**src/rtl/cnn_mac_pipe_if.sv**
```systemverilog
// Operand/result bus of the conv1 MAC engine.
// The master drives operand beats and the slave returns rounded results.
interface cnn_mac_pipe_if #(
  parameter int A_WIDTH   = 10,
  parameter int B_WIDTH   = 14,
  parameter int OUT_WIDTH = 16
);
  logic                        in_valid;
  logic signed [A_WIDTH-1:0]   in_a;
  logic signed [B_WIDTH-1:0]   in_b;
  logic                        in_first;
  logic                        in_last;
  logic                        out_valid;
  logic signed [OUT_WIDTH-1:0] out_data;
  logic                        out_ovf;

  modport master (
    output in_valid, in_a, in_b, in_first, in_last,
    input  out_valid, out_data, out_ovf
  );

  modport slave (
    input  in_valid, in_a, in_b, in_first, in_last,
    output out_valid, out_data, out_ovf
  );
endinterface

```
**src/rtl/cnn_mac_pipe.sv**
```systemverilog
// Pipelined signed multiply-accumulate for conv1: a product pipeline of
// MUL_STAGES registers, a framed accumulator, then round/shift/saturate
// into a one-cycle result strobe. ce=0 freezes every register.
module cnn_mac_pipe #(
  parameter int A_WIDTH    = 10,
  parameter int B_WIDTH    = 14,
  parameter int ACC_WIDTH  = 32,
  parameter int OUT_WIDTH  = 16,
  parameter int FRAC_SHIFT = 8,
  parameter int MUL_STAGES = 2
) (
  input  logic           ap_clk,
  input  logic           ap_rst_n,
  input  logic           ce,
  cnn_mac_pipe_if.slave  bus
);

  localparam int PW      = A_WIDTH + B_WIDTH;
  localparam int LAST    = MUL_STAGES - 1;
  localparam int RND_POS = (FRAC_SHIFT > 0) ? FRAC_SHIFT - 1 : 0;

  // Half-LSB rounding constant; zero when no fractional bits are dropped.
  localparam logic [ACC_WIDTH:0] RND =
    (FRAC_SHIFT > 0) ? ({{ACC_WIDTH{1'b0}}, 1'b1} << RND_POS) : '0;

  localparam logic signed [OUT_WIDTH-1:0] SAT_MAX = {1'b0, {(OUT_WIDTH-1){1'b1}}};
  localparam logic signed [OUT_WIDTH-1:0] SAT_MIN = ~SAT_MAX;
  localparam logic signed [ACC_WIDTH:0]   LIM_MAX = (ACC_WIDTH+1)'(SAT_MAX);
  localparam logic signed [ACC_WIDTH:0]   LIM_MIN = (ACC_WIDTH+1)'(SAT_MIN);

  logic signed [PW-1:0]        prod_q [MUL_STAGES];
  logic signed [PW-1:0]        prod_d [MUL_STAGES];
  logic [MUL_STAGES-1:0]       vld_q, vld_d;
  logic [MUL_STAGES-1:0]       fst_q, fst_d;
  logic [MUL_STAGES-1:0]       lst_q, lst_d;

  logic signed [ACC_WIDTH-1:0] acc_q, acc_d;
  logic                        acc_lst_q, acc_lst_d;
  logic signed [ACC_WIDTH-1:0] prod_ext;

  logic signed [ACC_WIDTH:0]   rnd_sum;
  logic signed [ACC_WIDTH:0]   shifted;
  logic signed [OUT_WIDTH-1:0] sat_val;
  logic                        sat_hit;

  logic                        out_valid_q, out_valid_d;
  logic signed [OUT_WIDTH-1:0] out_data_q, out_data_d;
  logic                        out_ovf_q, out_ovf_d;

  // Product pipeline next state: multiply at stage 0, shift flags and products along.
  always_comb begin
    prod_d = prod_q;
    vld_d  = vld_q;
    fst_d  = fst_q;
    lst_d  = lst_q;
    if (ce) begin
      prod_d[0] = PW'(bus.in_a) * PW'(bus.in_b);
      vld_d[0]  = bus.in_valid;
      fst_d[0]  = bus.in_valid & bus.in_first;
      lst_d[0]  = bus.in_valid & bus.in_last;
      for (int i = 1; i < MUL_STAGES; i++) begin
        prod_d[i] = prod_q[i-1];
        vld_d[i]  = vld_q[i-1];
        fst_d[i]  = fst_q[i-1];
        lst_d[i]  = lst_q[i-1];
      end
    end
  end

  // Product pipeline registers.
  always_ff @(posedge ap_clk or negedge ap_rst_n) begin
    if (!ap_rst_n) begin
      prod_q <= '{default: '0};
      vld_q  <= '0;
      fst_q  <= '0;
      lst_q  <= '0;
    end else begin
      prod_q <= prod_d;
      vld_q  <= vld_d;
      fst_q  <= fst_d;
      lst_q  <= lst_d;
    end
  end

  // Accumulate: a first beat restarts the sum, others wrap-add; remember whether it closed a frame.
  always_comb begin
    prod_ext  = ACC_WIDTH'(prod_q[LAST]);
    acc_d     = acc_q;
    acc_lst_d = acc_lst_q;
    if (ce) begin
      acc_lst_d = 1'b0;
      if (vld_q[LAST]) begin
        acc_d     = fst_q[LAST] ? prod_ext : acc_q + prod_ext;
        acc_lst_d = lst_q[LAST];
      end
    end
  end

  // Accumulator registers.
  always_ff @(posedge ap_clk or negedge ap_rst_n) begin
    if (!ap_rst_n) begin
      acc_q     <= '0;
      acc_lst_q <= 1'b0;
    end else begin
      acc_q     <= acc_d;
      acc_lst_q <= acc_lst_d;
    end
  end

  // Round half-up, arithmetic shift, clamp to the output range; one extra bit keeps the rounding add exact.
  always_comb begin
    rnd_sum = {acc_q[ACC_WIDTH-1], acc_q} + RND;
    shifted = rnd_sum >>> FRAC_SHIFT;
    sat_hit = 1'b0;
    sat_val = shifted[OUT_WIDTH-1:0];
    if (shifted > LIM_MAX) begin
      sat_val = SAT_MAX;
      sat_hit = 1'b1;
    end else if (shifted < LIM_MIN) begin
      sat_val = SAT_MIN;
      sat_hit = 1'b1;
    end
  end

  // Result strobe; data and overflow flag only change when a frame completes.
  always_comb begin
    out_valid_d = out_valid_q;
    out_data_d  = out_data_q;
    out_ovf_d   = out_ovf_q;
    if (ce) begin
      out_valid_d = acc_lst_q;
      if (acc_lst_q) begin
        out_data_d = sat_val;
        out_ovf_d  = sat_hit;
      end
    end
  end

  // Output registers.
  always_ff @(posedge ap_clk or negedge ap_rst_n) begin
    if (!ap_rst_n) begin
      out_valid_q <= 1'b0;
      out_data_q  <= '0;
      out_ovf_q   <= 1'b0;
    end else begin
      out_valid_q <= out_valid_d;
      out_data_q  <= out_data_d;
      out_ovf_q   <= out_ovf_d;
    end
  end

  assign bus.out_valid = out_valid_q;
  assign bus.out_data  = out_data_q;
  assign bus.out_ovf   = out_ovf_q;

endmodule

```
**src/flat_wrapper.sv**
```systemverilog
// flat-port wrapper written by rule: the top's interface ports become plain ports
module cnn_mac_pipe_flat 
#(
  parameter int A_WIDTH    = 10,
  parameter int B_WIDTH    = 14,
  parameter int ACC_WIDTH  = 32,
  parameter int OUT_WIDTH  = 16,
  parameter int FRAC_SHIFT = 8,
  parameter int MUL_STAGES = 2
)
  (ap_clk, ap_rst_n, ce, bus_in_valid, bus_in_a, bus_in_b, bus_in_first, bus_in_last, bus_out_valid, bus_out_data, bus_out_ovf);
  cnn_mac_pipe_if #(.A_WIDTH(A_WIDTH), .B_WIDTH(B_WIDTH), .OUT_WIDTH(OUT_WIDTH)) bus_i ();
  input  logic ap_clk;
  input  logic ap_rst_n;
  input  logic ce;
  input wire logic [$bits(bus_i.in_valid)-1:0] bus_in_valid;
  input wire logic [$bits(bus_i.in_a)-1:0] bus_in_a;
  input wire logic [$bits(bus_i.in_b)-1:0] bus_in_b;
  input wire logic [$bits(bus_i.in_first)-1:0] bus_in_first;
  input wire logic [$bits(bus_i.in_last)-1:0] bus_in_last;
  output wire logic [$bits(bus_i.out_valid)-1:0] bus_out_valid;
  output wire logic [$bits(bus_i.out_data)-1:0] bus_out_data;
  output wire logic [$bits(bus_i.out_ovf)-1:0] bus_out_ovf;
  assign bus_i.in_valid = bus_in_valid;
  assign bus_i.in_a = bus_in_a;
  assign bus_i.in_b = bus_in_b;
  assign bus_i.in_first = bus_in_first;
  assign bus_i.in_last = bus_in_last;
  assign bus_out_valid = bus_i.out_valid;
  assign bus_out_data = bus_i.out_data;
  assign bus_out_ovf = bus_i.out_ovf;
  cnn_mac_pipe #(.A_WIDTH(A_WIDTH), .B_WIDTH(B_WIDTH), .ACC_WIDTH(ACC_WIDTH), .OUT_WIDTH(OUT_WIDTH), .FRAC_SHIFT(FRAC_SHIFT), .MUL_STAGES(MUL_STAGES)) u_core (.ap_clk(ap_clk), .ap_rst_n(ap_rst_n), .ce(ce), .bus(bus_i));
endmodule
```
**config.mk**
```make
export PLATFORM = sky130hd
export DESIGN_NAME = cnn_mac_pipe_flat
export DESIGN_NICKNAME = d
export VERILOG_FILES = /design/src/rtl/cnn_mac_pipe_if.sv /design/src/rtl/cnn_mac_pipe.sv /design/src/flat_wrapper.sv
export SDC_FILE = /design/constraint.sdc
export NUM_CORES = 1
export LEC_CHECK = 0
export CORE_UTILIZATION = 30
export DETAILED_ROUTE_END_ITERATION = 7
export HOLD_SLACK_MARGIN = 0.12
export SYNTH_ARGS = -nofsm -noshare
export SYNTH_HDL_FRONTEND = slang
export SYNTH_SLANG_ARGS = --single-unit
export TNS_END_PERCENT = 1
```
**constraint.sdc**
```tcl
create_clock -name ap_clk -period 4.5 [get_ports ap_clk]
set_input_delay 0.675 -clock ap_clk [delete_from_list [all_inputs] [get_ports ap_clk]]
set_output_delay 0.675 -clock ap_clk [all_outputs]
set_load 0.005 [all_outputs]
```
==> metrics.txt <==
clock buffer count from CTS 9; Synth cell types 57; CP endpoint kind flip-flop; n_diodes 0; Post-DP HPWL 19.4 mm; Tmin final about 5.4 ns; hold_buf cts 0; first-pass GRT wire length 44.2 mm; die outline width between 150 and 200 µm; storage element area between 2000 and 3000 µm²; Syn-to-layout area delta 25.0%; nets@finish 1664; Hold Vio Cnt, Final 0; register area share after synthesis 0.233; DRC errors left 0; Syn Std Cell Area ~11000 µm²; DR vias between 8000 and 9000; Hold WS 0.476 ns; Yosys reg bits 105; antenna viol nets, final 0; PnR worst setup slack -0.921 ns; Core Footprint 36800 µm²; outcome finished with violations; GRT Resource Usage Total 0.139; Die H around 200 µm; filler instances around 3700; vias in the first global route 9105; fin crit share 1.20; Syn Area/Cell about 9 µm²; Peak Freq roughly 180 MHz; gpl congestion roughly 0.83; I/O pin cnt 48; Congestion Overflow GR 0; total nets after synthesis approximately 1500; failing checks negative setup slack; clk slew on worst S/H paths around 0.08 ns; crit-path max FO 5; layout cells sized above 1 0.231; worst hold path class input port to async pin; Final Core Density 0.383; RSZ-0062 raised after global routing yes; Clock Skew between 0.008 and 0.009 ns; drt pass-1 iters 4; Initial Util 0.307; CP arrival 5.68 ns; worst slew pin tran between 1 and 1.5 ns; Async S/R FF share, synth 1.00; clock latency on the worst-skew pair 0.37 ns; Bufs on Longest Clock Path 2; leak pwr approximately 6.7 nW; worst endpoint required time about 4.8 ns; total area of multi-input combinational cells just over 8000 µm²; max_slew headroom 0.297; crit path kind input port to flip-flop; initial antenna violation count 0; top_reg_cell synth dfrtp_1; CTS tree done; num rows 70; DRT Wirelength approximately 25 mm; final setup fails 13; largest net degree at the start of global routing 80; Place WS -1.83 ns; Yosys Warn Count 0; max-slew violations 0; DRT iter0 DRCs between 300 and 400; type of origin of the critical path input port; I/O Buffers 47; P per Cell Area slightly above 800 nW/µm²; CTS Sinks roughly 110; Vias/cell 4.65; Avg WL per Cell 13.3 µm; EDFF count, synth 0; die area approximately 38000 µm²; Mapped Cells around 1300; htree depth 3; Root Buffer Master clkbuf_16; Max Cap Viol 0; VDD IR max 0.000502 V
-- per-layer routing --
layer,wire length [µm],up-vias,share of wire,GRT usage
met2,11500,114,0.46,0.226
met3,609,35,0.024,0.0158
li1,-,4407,-,-
met4,452,0,0.018,0.0402
met1,12600,4251,0.50,0.194
met5,0,-,0,0
-- worst paths after layout --
check / from / endpoint / slack (ns) / cells after the start
worst min-delay path: ap_rst_n / u_core.bus.out_data[1] / 0.48 / 1
max in group asynchronous: ap_rst_n / u_core.prod_q[34] / 3.09 / 2
min in group ap_clk: u_core.bus.out_data[15] / u_core.bus.out_data[15] / 0.48 / 2
worst max register to register: u_core.prod_ext[0] / u_core.acc_q[30] / 1.00 / 13
worst max-delay path: bus_in_a[3] / u_core.prod_q[46] / -0.92 / 25
worst min register to register: u_core.bus.out_data[15] / u_core.bus.out_data[15] / 0.48 / 2
-- area by class of cell --
class / count / share of cell area
clock buffers: 9 / 0.0160
clock inverters: 7 / 0.00559
inverters: 176 / 0.0470
multi-input cells: 921 / 0.578
flip-flops and latches: 105 / 0.186
well taps: 468 / 0.0415
repair buffers: 208 / 0.126
-- registers in the layout, indices dropped and copies added (netlist names) --
| name | cells |
|---|---|
| u_core.acc_q | 32 |
| u_core.prod_q | 24 |
| u_core.vld_q | 2 |
| u_core.acc_lst_q | 1 |
| u_core.bus.out_valid | 1 |
| u_core.prod_ext | 24 |
| u_core.fst_q | 2 |
| u_core.lst_q | 2 |
| u_core.bus.out_ovf | 1 |
| u_core.bus.out_data | 16 |
-- synthesized netlist by cell type (all sizes together) (11+ instances only) --
cell	number	area share
a21o	21	0.014
a21oi	67	0.030
and2	54	0.030
clkbuf	45	0.015
dfrtp	105	0.23
fa	124	0.22
ha	89	0.099
inv	175	0.058
mux2	50	0.050
nand2	147	0.049
nand2b	11	0.0061
nand3	22	0.010
nor2	79	0.026
nor3	39	0.017
o21ai	61	0.027
o21bai	11	0.0073
xnor2	51	0.040
xor2	14	0.011
-- cell families after synthesis --
family	count (synthesis)	synth area share
DFF	105	0.233
xor gates and xnor gates	65	0.0504
adders and majority gates	213	0.319
muxes	53	0.0529
and+or+nand+nor	381	0.157
buffers and inverters	228	0.0759
AOI/OAI and AO/OA	209	0.112
-- report_power, final --
| part | total (W) | internal, W | switching, W | leakage (nW) |
|---|---|---|---|---|
| registers | 0.00183 | 0.00140 | 0.000435 | 1.26 |
| logic | 0.00872 | 0.00466 | 0.00406 | 5.24 |
| clock network | 0.000813 | 0.000398 | 0.000415 | 0.150 |
| total | 0.0114 | 0.00645 | 0.00491 | 6.65 |
-- worst max-delay path, cell delays in order --
cell	delay, ns
buf_12	0.09
buf_16	0.11
buf_4	0.10
nand2_2	0.05
fa_1	0.54
inv_1	0.05
fa_1	0.48
inv_1	0.05
fa_1	0.47
inv_1	0.05
fa_1	0.47
inv_1	0.05
fa_1	0.49
inv_2	0.05
ha_4	0.21
o21a_1	0.10
o21ai_1	0.11
nand2b_1	0.06
o41a_1	0.13
a21o_1	0.21
and4_4	0.15
or4b_1	0.46
a31oi_1	0.18
xnor2_1	0.09
mux2_4	0.25
-- cell usage in the layout, fill, tap and decap left out, drive strengths merged, types with 51 or more instances in the layout --
master / synthesis / final
nand2: 147 / 147
nor2: 79 / 79
and2: 54 / 54
a21oi: 67 / 67
dfrtp: 105 / 105
inv: 175 / 180
buf: 7 / 173
ha: 89 / 89
xnor2: 51 / 51
o21ai: 61 / 61
fa: 124 / 124
-- metrics by stage --
| step | TNS, ns | std cells | power, W | area (µm²) |
|---|---|---|---|---|
| finish | -7.68 | 1894 | 0.0114 | 14100 |
| global route | -10.14 | 1894 | 0.0126 | 14100 |
| CTS | -7.56 | 1892 | 0.0112 | 14000 |
| detailed placement | -22.57 | 1833 | 0.00977 | 13100 |
| global placement | -21.63 | 1833 | 0.00963 | 13100 |
| floorplan | -7.72 | 1254 | 0.00731 | 11600 |
-- repair_timing --
| action | in CTS | in global routing |
|---|---|---|
| pin swaps | 80 | 19 |
| endpoints found under the hold margin | 0 | 0 |
| setup buffers | 39 | 2 |
| gates cloned | 4 | 0 |
| setup endpoints to repair | 18 | 16 |
| resized for setup | 151 | 23 |
Note: power is estimated with default switching activity, not from simulation.
